$ cat src/rtl/pipeline_hazard_ctrl.sv
// pipeline_hazard_ctrl
//   Hazard/stall controller for a classic 5-stage pipeline. Detects taken
//   branches in EX, load-use dependencies between EX and ID, multi-cycle
//   mult/div entering EX, and jumps in ID. It then drives the PC/IF-ID enables,
//   the IF/ID flush and the ID/EX bubble.
//
// Parameters
//   MD_LATENCY      total EX-stage cycles occupied by a mult/div (2..15)
//
// Ports
//   clk             rising-edge clock
//   reset           synchronous, active-high reset
//   id_opcode[5:0]  opcode of the IF/ID instruction
//   id_func[5:0]    func field of the IF/ID instruction
//   id_rs, id_rt    source register fields of the IF/ID instruction
//   ex_mem_read     instruction in EX is a load
//   ex_rt           destination register of the load in EX
//   ex_branch_taken branch in EX resolved taken this cycle
//   pc_write        PC load enable
//   if_id_write     IF/ID load enable
//   if_id_flush     IF/ID loads a NOP this edge
//   id_ex_bubble    ID/EX loads zeroed control this edge
//   busy_state      1 while a mult/div holds the pipeline
//   stall_cycles    saturating count of cycles with pc_write=0
module pipeline_hazard_ctrl #(
    parameter int unsigned MD_LATENCY = 4
) (
    input  logic        clk,
    input  logic        reset,
    input  logic [5:0]  id_opcode,
    input  logic [5:0]  id_func,
    input  logic [4:0]  id_rs,
    input  logic [4:0]  id_rt,
    input  logic        ex_mem_read,
    input  logic [4:0]  ex_rt,
    input  logic        ex_branch_taken,
    output logic        pc_write,
    output logic        if_id_write,
    output logic        if_id_flush,
    output logic        id_ex_bubble,
    output logic        busy_state,
    output logic [15:0] stall_cycles
);

    typedef enum logic {
        RUN     = 1'b0,
        MD_BUSY = 1'b1
    } state_t;

    // The mult/div occupies EX for MD_LATENCY cycles. Its first cycle overlaps
    // the RUN cycle in which it issues, so the busy phase lasts MD_LATENCY-1 cycles.
    localparam logic [3:0] MD_LOAD = 4'(MD_LATENCY - 1);

    state_t      state, state_nxt;
    logic [3:0]  md_cnt, md_cnt_nxt;

    logic ev_br, ev_lu, ev_md, ev_jp;

    function automatic logic [15:0] sat_inc(input logic [15:0] v);
        return (v == 16'hFFFF) ? v : v + 16'd1;
    endfunction

    assign ev_br = ex_branch_taken;
    // Register 0 is hard-wired zero, so a load into it never creates a hazard.
    assign ev_lu = ex_mem_read && (ex_rt != 5'd0) &&
                   ((ex_rt == id_rs) || (ex_rt == id_rt));
    assign ev_md = (id_opcode == 6'h00) &&
                   ((id_func == 6'h18) || (id_func == 6'h19) ||
                    (id_func == 6'h1A) || (id_func == 6'h1B));
    assign ev_jp = (id_opcode == 6'h02) || (id_opcode == 6'h03);

    assign busy_state = (state == MD_BUSY);

    always_comb begin
        pc_write     = 1'b1;
        if_id_write  = 1'b1;
        if_id_flush  = 1'b0;
        id_ex_bubble = 1'b0;
        state_nxt    = state;
        md_cnt_nxt   = md_cnt;

        if (reset) begin
            pc_write     = 1'b0;
            if_id_write  = 1'b0;
            if_id_flush  = 1'b1;
            id_ex_bubble = 1'b1;
        end else if (state == RUN) begin
            if (ev_br) begin
                if_id_flush  = 1'b1;
                id_ex_bubble = 1'b1;
            end else if (ev_lu) begin
                pc_write     = 1'b0;
                if_id_write  = 1'b0;
                id_ex_bubble = 1'b1;
            end else if (ev_md) begin
                state_nxt  = MD_BUSY;
                md_cnt_nxt = MD_LOAD;
            end else if (ev_jp) begin
                if_id_flush = 1'b1;
            end
        end else begin
            // MD_BUSY: only a taken branch is honoured; it aborts the stall.
            if (ev_br) begin
                if_id_flush  = 1'b1;
                id_ex_bubble = 1'b1;
                state_nxt    = RUN;
                md_cnt_nxt   = 4'd0;
            end else begin
                pc_write     = 1'b0;
                if_id_write  = 1'b0;
                id_ex_bubble = 1'b1;
                if (md_cnt == 4'd1) begin
                    state_nxt  = RUN;
                    md_cnt_nxt = 4'd0;
                end else begin
                    md_cnt_nxt = md_cnt - 4'd1;
                end
            end
        end
    end

    always_ff @(posedge clk) begin
        if (reset) begin
            state        <= RUN;
            md_cnt       <= 4'd0;
            stall_cycles <= 16'd0;
        end else begin
            state  <= state_nxt;
            md_cnt <= md_cnt_nxt;
            if (!pc_write)
                stall_cycles <= sat_inc(stall_cycles);
        end
    end

endmodule

$ cat config.mk
export PLATFORM = sky130hd
export DESIGN_NAME = pipeline_hazard_ctrl
export DESIGN_NICKNAME = d
export VERILOG_FILES = /design/src/rtl/pipeline_hazard_ctrl.sv
export SDC_FILE = /design/constraint.sdc
export NUM_CORES = 1
export LEC_CHECK = 0
export CORE_ASPECT_RATIO = 1.25
export CORE_MARGIN = 4
export CORE_UTILIZATION = 47
export CTS_BUF_LIST = sky130_fd_sc_hd__clkbuf_8
export DETAILED_ROUTE_END_ITERATION = 10
export HOLD_SLACK_MARGIN = 0.06
export MAX_ROUTING_LAYER = met4
export PLACE_DENSITY_LB_ADDON = 0.25
export SLEW_MARGIN = 10
export SYNTH_ARGS = -nofsm -noshare
export SYNTH_HDL_FRONTEND = slang
export SYNTH_SLANG_ARGS = --single-unit
$ cat constraint.sdc
create_clock -name clk -period 5 [get_ports clk]
set_input_delay 0.5 -clock clk [delete_from_list [all_inputs] [get_ports clk]]
set_output_delay 0.5 -clock clk [all_outputs]
set_load 0.005 [all_outputs]
-- Yosys cells after proc, flatten, opt, wreduce, memory -nomap -nowiden
Cells that the tools add are included.
- bits in registers: 21
- bits of input ports: 31
- output and inout port bits: 21
- word-level logic and storage cells: 59
- $add $sub $neg: 2
- equal/unequal tests: 12
- multiplexer cells: 27
- bitwise gates (word level): 2
- reduce and logical (&&, ||, !) cells: 13
- operator list (operator ; number):
    $eq A6 B5 Y1 const B ; 4
    $mux W4 ; 6
    $mux W1 ; 21
    $add A16 B1 Y16 const B ; 1
    $eq A16 B16 Y1 const B ; 1
    $eq A6 B2 Y1 const B ; 2
    $eq A5 B5 Y1 ; 2
    $logic_not A6 Y1 ; 1
    $logic_or A1 B1 Y1 ; 5
    $reduce_bool A5 Y1 ; 1
    $eq A4 B1 Y1 const B ; 1
    $sub A4 B1 Y4 const B ; 1
    $logic_and A1 B1 Y1 ; 3
    $reduce_and A3 Y1 ; 1
    $ne A2 B1 Y1 const B ; 1
    $ne A2 B2 Y1 const B ; 1
    $not A1 Y1 ; 2
    $reduce_and A2 Y1 ; 1
    $reduce_bool A2 Y1 ; 1

-- Logic depth before layout (Yosys ltp)
- depth after elaboration: 10
- mapped depth: 7
- gate-level depth less buffers: 7

-- Least setup slack after synthesis
OpenSTA, ideal clock, no wires.
- path type: input-to-output
- start: input ex_rt[1]
- end: output pc_write
- arrival: 1.715 ns
- data required time: 4.500 ns
- slack: 2.785 ns
- stages: 5
- cells stage by stage: or4_1 o21ai_1 o21ai_4 a21oi_1 buf_4
- longest elaborated chain between the ends: 7
- ends and longest elaborated chain (element ; RTL line ; source):
    start: declaration ; 35 ; input logic [4:0] ex_rt,
    $eq A5 B5 Y1 or $reduce_bool A5 Y1 (tied branches) ; 66, 65 ;
    $logic_or A1 B1 Y1 or $logic_and A1 B1 Y1 (tied branches) ; 66, 65 ;
    $logic_and A1 B1 Y1 * ; 65 ; assign ev_lu = ex_mem_read && (ex_rt != 5'd0) &&
    $mux W1 * (4 in series) ; -- ;
    end: declaration ; 37 ; output logic pc_write,
Mark *: on every way between the ends. The rest lies on a longest branch, timed or not.

-- Worst setup path in the final report
- start: input ex_rt[2]
- end: output pc_write
- longest elaborated chain between the ends: 7
- ends and longest elaborated chain (element ; RTL line ; source):
    $eq A5 B5 Y1 or $reduce_bool A5 Y1 (tied branches) ; 66, 65 ;
    $logic_or A1 B1 Y1 or $logic_and A1 B1 Y1 (tied branches) ; 66, 65 ;
    $logic_and A1 B1 Y1 * ; 65 ;
    $mux W1 * ; 91 ; end else if (ev_lu) begin
    $mux W1 * ; 88 ; if (ev_br) begin
    $mux W1 * ; 87 ; end else if (state == RUN) begin
    $mux W1 * ; 82 ; if (reset) begin
Marks and branches as above.

==> qor.csv <==
stage,metric,value,unit
run_status,status,finished clean,
yosys,Synth top area share,0.3363,
job,max-cap viol count,0,
critical_path,Slowest cell on crit path,clkdlybuf4s50_1,
sta,Final Cycle Share,0.6458,
critical_path,crit path DAT,2730,ps
final_layout,share of layout cells above drive strength 1,0.05970,
die,Ports,52,
yosys,"top cells by area, synth","dfxtp_1 34%, xor2_1 9.8%, nor2_1 7.5%",
placement,number of I/O port buffers,49,
die,Starting Density,0.5045,
critical_path,Startpoint Class,primary input,
sta,fin. max-slew vios,0,
power_and_ir_drop,share of power burned in the clock network,0.335,
critical_path,Critical path buffers and inverters,2,
clocking,clk sinks,21,
drt,Detail Route Antenna Nets,0,
yosys,Netlist Area Pre-Place,1250,um2
drt,drt first pass iters,4,
final_layout,antenna diode count,0,
drt,vias per cell,5.359,
critical_path,cell family with most CP delay,buffers and inverters,
power_and_ir_drop,Sw Ratio,0.2264,
critical_path,Crit Path Class,in -> out,
yosys,Ys Warns,0,
die,core area,2477,um2
grt,global route overflow,0,
clocking,Clock H-tree levels,1,
sta,relative slew slack,0.3511,
drt,average wire per standard cell,13.33,um
power_and_ir_drop,VDD IR max,0.0001862,V
power_and_ir_drop,Comb pwr share,0.153,
final_layout,fin nets,236,
grt,initial antenna violation count,0,
die,Die Y,65.66,um
clocking,postcts setup bufs,0,
sta,setup total negative slack,0,ps
power_and_ir_drop,Leak,0.6339,nW
yosys,sequential element share of the synthesized area,0.3363,
grt,largest net degree at the start of global routing,30,
grt,Total GRT Usage,0.1995,
sta,final hold vios,0,
clocking,Clock Tree Root,clkbuf_8,
power_and_ir_drop,P_int,0.2529,mW
critical_path,critical path cell sequence,clkdlybuf4s50_1 > or4_1 > o21ai_1 > o21ai_4 > a21oi_1 > clkdlybuf4s50_1,
grt,first-pass GRT wire length,5306,um
yosys,Synth cell types,34,
final_layout,synthesis-to-layout area growth,44.75,%
critical_path,most frequent CP cell,clkdlybuf4s50_1,
critical_path,Worst path max stage delay,570,ps
hold_path,worst hold path cell count,1,
sta,Max Freq,309.7,MHz
power_and_ir_drop,Sw Pwr,0.07403,mW
drt,total vias in the final route,1254,
drt,final WL,3120,um
placement,placed cell area,1763,um2
placement,setup slack after placement,1759,ps
clocking,CTS buffer count,3,
clocking,hold buffers post-CTS,0,
drt,DRT iter0 DRCs,56,
power_and_ir_drop,power density over the cells,180.7,nW/um2
placement,detailed placement HPWL,2502,um
final_layout,final instance area,1809,um2
yosys,Mapped Avg Cell Area,8.223,um2
yosys,register bit total from synthesis,21,
critical_path,Worst setup EP type,output pin,
drt,DR DRC count,0,
yosys,Synthesized Nets,186,
clocking,clk slew on worst S/H paths,70,ps
clocking,post_cts resized,0,
power_and_ir_drop,sequential share of power,0.512,
clocking,"Clk Latency, worst-skew pair",260,ps
sta,RSZ-0062 raised after global routing,false,
grt,vias in the first global route,1316,
hold_path,HP Class,reg -> reg,
critical_path,r2r worst-path depth,7,
yosys,Post-Syn Instances,152,
placement,Final GP Congestion,0.8034,
final_layout,fin util,0.7303,
die,Die W,54.13,um
sta,final setup fails,0,
sta,worst setup margin,1771,ps
critical_path,WP depth,6,
sta,min cycle time layout,3229,ps
clocking,CTS tree,yes,
power_and_ir_drop,Power Total,0.3270,mW
critical_path,CP Data Required Time,4500,ps
yosys,Synth area leader,dfxtp_1,
sta,Worst Max-Slew Pin Slew,970.2,ps
clocking,Max clock buf depth,2,
die,num rows,20,
critical_path,Crit Path Max Fanout,7,
sta,clock skew,3.101,ps
die,die area,3554,um2
-- kinds of logic after synthesis --
| family | Yosys count | share of synthesized area |
|---|---|---|
| simple gates | 70 | 0.2973 |
| compound gates | 28 | 0.1522 |
| flops | 21 | 0.3363 |
| xor+xnor | 14 | 0.09810 |
| buf+inv | 10 | 0.03303 |
| mux | 6 | 0.05305 |
| fa+ha+maj | 3 | 0.03003 |
-- cell type report --
| class | instances | area [um2] |
|---|---|---|
| inverter | 6 | 22.52 |
| sequential | 21 | 420.4 |
| fill | 212 | 668.1 |
| timing repair buffer | 49 | 490.5 |
| clock inverter | 1 | 5.005 |
| multi-input combinational | 121 | 788.3 |
| tap | 33 | 41.29 |
| clock buffer | 3 | 41.29 |
-- cells in the final DEF, fill, tap and decap left out, drive strengths merged --
cell / instances
a22oi: 1
a311oi: 2
o21ai: 8
o21a: 1
ha: 3
clkdlybuf4s50: 49
o31a: 1
a211oi: 1
or3: 3
or4: 3
and3: 2
nor2: 25
nor4: 4
clkinv: 1
a21oi: 9
nand2: 8
nand3: 9
nand4: 3
o31ai: 4
dfxtp: 21
nand2b: 3
clkbuf: 3
nor2b: 4
o21ba: 1
mux2i: 1
nor4b: 1
nor3: 5
mux2: 5
inv: 6
xor2: 14
-- synth_stat cells (all sizes together) --
| cell | number |
|---|---|
| nor2 | 25 |
| dfxtp | 21 |
| xor2 | 14 |
| a21oi | 9 |
| nand3 | 9 |
| nand2 | 8 |
| o21ai | 8 |
| inv | 6 |
| mux2 | 5 |
| nor3 | 5 |
| nor2b | 4 |
| nor4 | 4 |
| o31ai | 4 |
| clkbuf | 3 |
| ha | 3 |
| nand2b | 3 |
| nand4 | 3 |
| or3 | 3 |
| or4 | 3 |
| a311oi | 2 |
| and3 | 2 |
| a211oi | 1 |
| a22oi | 1 |
| buf | 1 |
| mux2i | 1 |
| nor4b | 1 |
| o21a | 1 |
| o21ba | 1 |
| o31a | 1 |
-- flip-flops by register name, summed over array words and instances (netlist names) --
signal        count
md_cnt            4
stall_cycles     16
busy_state        1
-- per-stage QoR --
stage,hold WS (ps),std cells
after floorplan,449.3,152
after global placement,465.7,230
after detailed placement,480.9,230
after CTS,488.9,234
after global routing,504.9,234
final,491.4,234
-- path summary, 6_finish.rpt --
path	endpoint	startpoint	slack (ps)
max	pc_write	ex_rt[2]	1770
min reg2reg	md_cnt[3]$_SDFFE_PP0P_	md_cnt[3]$_SDFFE_PP0P_	490
min	md_cnt[3]$_SDFFE_PP0P_	md_cnt[3]$_SDFFE_PP0P_	490
max reg2reg	stall_cycles[9]$_SDFFE_PP0P_	stall_cycles[5]$_SDFFE_PP0P_	2950
-- routing by layer --
| layer | part of all wire | global-route usage | up-vias | wire, um |
|---|---|---|---|---|
| met5 | 0 | - | - | 0 |
| met4 | 0.020 | 0.07788 | 0 | 62 |
| met3 | 0.051 | 0.03401 | 6 | 160 |
| met2 | 0.55 | 0.3668 | 34 | 1701 |
| met1 | 0.38 | 0.2000 | 576 | 1195 |
| li1 | - | - | 638 | - |
-- power groups by stage --
| stage | Combinational (mW) | Sequential, mW | Clock [mW] |
|---|---|---|---|
| detailed placement | 0.0505 | 0.171 | 0 |
| floorplan | 0.0192 | 0.171 | 0 |
| finish | 0.0501 | 0.168 | 0.109 |
| global placement | 0.0489 | 0.171 | 0 |
| global route | 0.0546 | 0.168 | 0.121 |
| CTS | 0.0507 | 0.168 | 0.113 |
Note: power is estimated with default switching activity, not from simulation.
